$ cat src/rtl/mips_pkg.sv
// mips_pkg: shared fetch-path types and constants
package mips_pkg;
    localparam int INSTR_W = 32;
    localparam logic [INSTR_W-1:0] DEFAULT_RESET_PC = 32'h0000_0000;
    typedef enum logic [1:0] {IDLE, REQ, LOAD, FAULT} fetch_state_t;
endpackage

$ cat src/rtl/fetch_wait_timer.sv
// fetch_wait_timer: saturating 8-bit wait-state counter flagging the last allowed REQ cycle
module fetch_wait_timer #(
    parameter int MAX_WAIT = 15
) (
    input  logic clk,
    input  logic rst_n,
    input  logic clr,
    input  logic en,
    output logic expired
);
    logic [7:0] count;
    always_ff @(posedge clk or negedge rst_n) begin
        if (!rst_n) count <= '0;
        else if (clr) count <= '0;
        else if (en && count != 8'hFF) count <= count + 8'd1;
    end
    // count holds the number of REQ cycles already elapsed, so this is the MAX_WAIT-th cycle
    assign expired = count >= 8'(MAX_WAIT - 1);
endmodule

$ cat src/rtl/instruction_fetch_unit.sv
// instruction_fetch_unit: PC holder and req/ack fetch sequencer driving the IR write side
module instruction_fetch_unit
    import mips_pkg::*;
#(
    parameter logic [INSTR_W-1:0] RESET_PC = DEFAULT_RESET_PC,
    parameter int MAX_WAIT = 15
) (
    input  logic               clk,
    input  logic               rst_n,
    input  logic               fetch_start,
    input  logic               pc_load,
    input  logic [INSTR_W-1:0] pc_next_in,
    output logic               mem_req,
    output logic [INSTR_W-1:0] mem_addr,
    input  logic               mem_ack,
    input  logic [INSTR_W-1:0] mem_rdata,
    output logic               IRWrite,
    output logic [INSTR_W-1:0] instr_word,
    output logic [INSTR_W-1:0] pc,
    output logic [INSTR_W-1:0] pc_plus4,
    output logic               busy,
    output logic               fetch_fault
);
    fetch_state_t state;
    logic expired;
    fetch_wait_timer #(.MAX_WAIT(MAX_WAIT)) u_timer (
        .clk(clk),
        .rst_n(rst_n),
        .clr(state != REQ),
        .en(state == REQ && !mem_ack),
        .expired(expired)
    );
    assign mem_addr = pc;
    assign pc_plus4 = pc + 32'd4;
    always_ff @(posedge clk or negedge rst_n) begin
        if (!rst_n) begin
            state       <= IDLE;
            pc          <= RESET_PC;
            instr_word  <= '0;
            mem_req     <= 1'b0;
            IRWrite     <= 1'b0;
            busy        <= 1'b0;
            fetch_fault <= 1'b0;
        end else begin
            case (state)
                IDLE: begin
                    // a redirect wins over a simultaneous fetch request
                    if (pc_load) pc <= pc_next_in;
                    else if (fetch_start && pc[1:0] != 2'b00) begin
                        state       <= FAULT;
                        fetch_fault <= 1'b1;
                    end else if (fetch_start) begin
                        state   <= REQ;
                        mem_req <= 1'b1;
                        busy    <= 1'b1;
                    end
                end
                REQ: begin
                    if (mem_ack) begin
                        instr_word <= mem_rdata;
                        state      <= LOAD;
                        mem_req    <= 1'b0;
                        IRWrite    <= 1'b1;
                    end else if (expired) begin
                        state       <= FAULT;
                        mem_req     <= 1'b0;
                        busy        <= 1'b0;
                        fetch_fault <= 1'b1;
                    end
                end
                LOAD: begin
                    pc      <= pc_plus4;
                    state   <= IDLE;
                    IRWrite <= 1'b0;
                    busy    <= 1'b0;
                end
                FAULT: begin
                    if (pc_load) begin
                        pc          <= pc_next_in;
                        state       <= IDLE;
                        fetch_fault <= 1'b0;
                    end
                end
                default: state <= IDLE;
            endcase
        end
    end
endmodule

$ cat config.mk
export PLATFORM = sky130hd
export DESIGN_NAME = instruction_fetch_unit
export DESIGN_NICKNAME = d
export VERILOG_FILES = /design/src/rtl/mips_pkg.sv /design/src/rtl/fetch_wait_timer.sv /design/src/rtl/instruction_fetch_unit.sv
export SDC_FILE = /design/constraint.sdc
export NUM_CORES = 1
export LEC_CHECK = 0
export ABC_AREA = 1
export BUFFER_PORTS_ARGS = -buffer_cell sky130_fd_sc_hd__buf_2
export CORE_UTILIZATION = 50
export CTS_CLUSTER_DIAMETER = 50
export CTS_CLUSTER_SIZE = 14
export DETAILED_ROUTE_END_ITERATION = 7
export PLACE_DENSITY = 0.88
export RECOVER_POWER = 50
export SYNTH_ARGS = -nofsm -noshare
export SYNTH_HDL_FRONTEND = slang
export SYNTH_HIERARCHICAL = 1
export SYNTH_SLANG_ARGS = --single-unit
$ cat constraint.sdc
create_clock -name clk -period 2.9 [get_ports clk]
set_clock_uncertainty 0.15 [all_clocks]
set_input_delay 0.29 -clock clk [delete_from_list [all_inputs] [get_ports clk]]
set_output_delay 0.29 -clock clk [all_outputs]
set_load 0.02 [all_outputs]
# --- Word-level counts from Yosys, hierarchy flattened ---
# Index checks and enable logic that the tools add are counted.
# Widths: inputs -> output; s select.
totals:
  wordCells: 74
  reg_bits: 78
  output_inout_bits: 132
  input_bits: 69
classes:
  order_cmp: 1
  reduce_logical: 20
  addsub: 2
  eq_ne: 16
  mux: 27
ops:
  columns: ["op", "n"]
  rows:
  - ["$pmux 32 s2", 1]
  - ["$add 32x3->32 const B", 1]
  - ["$mux 32", 1]
  - ["$mux 8", 2]
  - ["$ne 2x2->1 const B", 8]
  - ["$mux 1", 12]
  - ["$mux 2", 6]
  - ["$reduce_and 6->1", 2]
  - ["$reduce_bool 2->1", 5]
  - ["$add 8x1->8 const B", 1]
  - ["$ge 8x4->1 const B", 1]
  - ["$ne 8x8->1 const B", 1]
  - ["$pmux 2 s4", 1]
  - ["$ne 3x3->1 const B", 2]
  - ["$pmux 1 s3", 2]
  - ["$reduce_and 2->1", 3]
  - ["$reduce_bool 3->1", 2]
  - ["$reduce_and 5->1", 1]
  - ["$eq 2x2->1 const B", 2]
  - ["$ne 2x1->1 const B", 2]
  - ["$pmux 1 s2", 2]
  - ["$reduce_and 4->1", 1]
  - ["$logic_and 1x1->1", 3]
  - ["$eq 2x1->1 const B", 1]
  - ["3 further kinds", 3]

# --- Logic depth before layout (Yosys ltp) ---
logic_depth:
  ltp_word: 5
  depth_mapped: 11
  mapped_depth_nobuf: 11

# --- Hierarchy ---
# Netlist, hierarchy kept.
by_module_without_submodules:
  columns: ["mod", "seq_area_each_um2", "area_per_inst_um2", "cells_per_inst", "n_inst"]
  rows:
  - ["instruction_fetch_unit", 1751.7, 4322.9, 630, 1]
  - ["fetch_wait_timer", 200.2, 521.8, 77, 1]

# --- Least setup slack after synthesis ---
# OpenSTA, ideal clock, no wires.
synth_path:
  kind: "register to output"
  start: "register pc[3] (netlist: mem_addr[3])"
  end: "output pc_plus4[22]"
  stages_incl_launch_ff: 8
  arrival_time_ps: 1469
  path_buffers: 0
  required_ps: 2460
  slack_ps: 991
  cell_sequence: "dfrtp_1 > ha_1 > nand2_1 > nor2_2 > nand2_2 > nor2_4 > nand3_1 > nand2_1"
synth_between:
  elab_chain_cells: 1
synth_lines:
  columns: ["item", "line_no", "text"]
  rows:
  - ["start, declared", "instruction_fetch_unit.sv:19", "output logic [INSTR_W-1:0] pc,"]
  - ["start signal, assigned", "instruction_fetch_unit.sv:48", "if (pc_load) pc <= pc_next_in;"]
  - ["start signal, assigned", "instruction_fetch_unit.sv:72", "pc <= pc_plus4;"]
  - ["start signal, assigned", "instruction_fetch_unit.sv:79", "pc <= pc_next_in;"]
  - ["$add 32x3->32", "instruction_fetch_unit.sv:34", "assign pc_plus4 = pc + 32'd4;"]
  - ["end, declared", "instruction_fetch_unit.sv:20", "output logic [INSTR_W-1:0] pc_plus4,"]
# Every way passes these cells.

# --- Worst setup path after layout ---
# Ends and elaborated chain as after synthesis.

==> impl_metrics.yaml <==
outcome:
  status: "finished, violations left"
  violations: "max-capacitance violations, max-slew violations"
logic_synthesis:
  synthTopCellsByCount: "283 x nand2_1, 91 x nor2_1, 78 x dfrtp_1"
  yosys-top-cells-area: "dfrtp_1 40%, nand2_1 22%, nor2_1 7.1%"
  yosysMostFrequentCell: "nand2_1"
  synthArstFlopShare_pct: 100
  synthFlopType: "dfrtp_1"
  synth_fp_nets: 785
  syn-instance-count: 707
  synth.largest_area_cell: "dfrtp_1"
  synth_top_area_share_pct: 40.3
  syn_area_um2: 4840
  synth-seq-area-share_pct: 40.3
  syn_avg_cell_area_um2: 6.85
  synth-seq-cells: 78
  ys.warnings.count: 6
  synth_edf_count: 0
  post_synth_num_cell_types: 33
routing:
  wl_met3_um: 1130
  drtIter0Drc: 199
  antenna_left: 0
  routedLengthMet1_um: 5560
  num_vias: 5200
  avgViaCountPerCell: 5.00
  routed-wl-met2_um: 6980
  wl_um: 14000
  remaining_drc_errors: 0
  top_layer_used: "met4"
  first_pass_iters: 4
  wl_per_cell_um: 13.5
power_and_ir_drop:
  combPwrFrac_pct: 58.7
  switchingPower_mw: 4.17
  p_int_mw: 3.39
  pwr-share-seq_pct: 28.7
  p_sw_share_pct: 55.1
  leakage_nw: 3.15
  pwr-share-clk_pct: 12.6
  powerDensity_nw_per_um2: 1230
  ir_worst_vdd_mv: 0.663
setup_path:
  crit_path_max_incr_delay_ns: 0.43
  critical-path-slowest-cell: "dfrtp_1"
  critPathLaunchType: "register"
  cp.arrival_ns: 2.06
  crit_start: "mem_addr[3]"
  r2r-start: "state[0]"
  worstPathMaxFanout: 5
  path_cells: "ha_1 > nand2_1 > nor2_2 > nand2_2 > nor2_4 > nand2_1 > nand2_1 > nand2_1 > buf_2"
  cp_data_required_time_ns: 2.46
  path_common_cell: "nand2_1"
  end_kind: "output pin"
  path_class: "register to output pin"
finish:
  multiInputGateArea_um2: 2320
  fin_cells: 1040
  register_area_um2: 1950
  utilization_pct: 65.9
  final_nets: 982
  fillers: 902
  synthToLayoutAreaGrowth_pct: 26.9
  layout-drive-gt1-share_pct: 15.5
clock_network:
  cts_resized: 0
  numCtsBuffers: 9
  cts_buffer_depth: 2
  postCtsHoldBufs: 33
  clk_pin_slew_ns: 0.09
  cts_tree: "built"
  insertion_delay_ns: 0.35
  cts-root-buf: "clkbuf_8"
  clkSinkCount: 78
  cts-htree-levels: 3
  post-cts-setup-buffer-count: 0
sta:
  final-hold-violation-count: 0
  tightest_slew_ns: 1.96
  slew_headroom_pct: -30.4
  period_share_pct: 86.2
  fin_crit_ns: 2.50
  setup-violations-final: 0
  rsz0062_at_grt: "false"
  finalWorstSetupSlack_ns: 0.399
  final-max-slew-violation-count: 79
  fmaxAchievable_mhz: 400
  setup-tns-final_ns: 0
hold_path:
  min_from: "pc_next_in[1]"
  min_path_type: "input port to register"
place:
  dp_hpwl_um: 9570
  place_inst: 989
  io_buffer_count: 200
  place.gp.congestion: 0.915
  place_ws_ns: 0.741
grt:
  antenna_found_initial: 2
  grt_overflow_total: 0
  grt_max_degree: 79
  grt_pass1_wl_um: 22300
  grt.total_usage_pct: 28.1
  grt_pass1_vias: 4784
die:
  fp.dieH_um: 100
  rows: 35
  ios: 201
  start_util_pct: 51.9
  core_area_um2: 9330
  die_area_um2: 10100
  die_w_um: 100
job:
  maxCapViolCount: 1
## registers in the layout, indices dropped and copies added (netlist names)
name,flops
mem_req,1
fetch_fault,1
busy,1
instr_word,32
IRWrite,1
u_timer/count,8
mem_addr,32
state,2
## area by class of cell
cell class	instances	share of cell area, %
Multi-Input combinational cell	513	37.7
Sequential cell	78	31.7
Antenna cell	2	0.0814
Clock buffer	10	2.24
Tap cell	129	2.62
Inverter	64	3.93
Clock inverter	6	1.51
Timing Repair Buffer	238	20.2
## placed cells by master, fill, tap and decap left out, types with 7 or more instances in the layout
cell | synthesis | final
inv_1 | 61 | 61
dfrtp_1 | 78 | 78
buf_2 | 14 | 97
nand3_1 | 36 | 36
dlygate4sd3_1 | 0 | 33
nand2_1 | 283 | 283
o21ai_0 | 29 | 29
ha_1 | 9 | 9
nor2_1 | 91 | 91
xor2_1 | 7 | 7
clkbuf_8 | 0 | 10
o21ai_1 | 18 | 18
clkbuf_1 | 4 | 102
## cell families after synthesis
| family | share of synthesized area (%) |
|---|---|
| buffers and inverters | 12.0 |
| xor gates and xnor gates | 1.45 |
| and+or+nand+nor | 36.9 |
| AOI/OAI and AO/OA | 6.53 |
| DFF | 40.3 |
| muxes | 0.465 |
| adders and majority gates | 2.32 |
## worst max-delay path, delay by kind of cell (launching register included)
kind / cells / cell delay [ns]
buffers and inverters: 1 / 0.15
DFF: 1 / 0.43
adders and majority gates: 1 / 0.24
and+or+nand+nor: 7 / 0.86
## path summary, 6_finish.rpt
path                                     to  slack, ns  cells after the start
min in group asynchronous      mem_addr[24]       0.88                      2
max reg2reg                    mem_addr[26]       0.70                      8
min reg2reg                  instr_word[26]       0.34                      2
max                            pc_plus4[22]       0.40                      9
max in group asynchronous  u_timer/count[6]       0.57                      2
min                             mem_addr[1]       0.02                      2
## routing by layer
layer | up-vias | global-route usage (%)
met5 | - | 0
met4 | 0 | 12.5
met3 | 34 | 5.92
met2 | 240 | 49.3
met1 | 2376 | 33.1
li1 | 2550 | -
## through the flow
stage                     hold WS (ns)  total power [mW]  cell area (um2)
after floorplan                 -0.156              5.52             4840
after global placement           0.307              6.58             5710
after detailed placement         0.313              6.70             5710
after CTS                      0.00962              7.69             6270
after global routing            0.0140              8.14             6140
final                           0.0233              7.56             6150
## power groups by stage
stage / logic (mW) / clock network [mW] / registers (mW)
after floorplan: 2.92 / 0 / 2.60
after global placement: 4.46 / 0 / 2.12
after detailed placement: 4.57 / 0 / 2.13
after CTS: 4.61 / 0.962 / 2.13
after global routing: 4.89 / 1.01 / 2.24
final: 4.44 / 0.950 / 2.17
(Power assumes the default switching activity.)
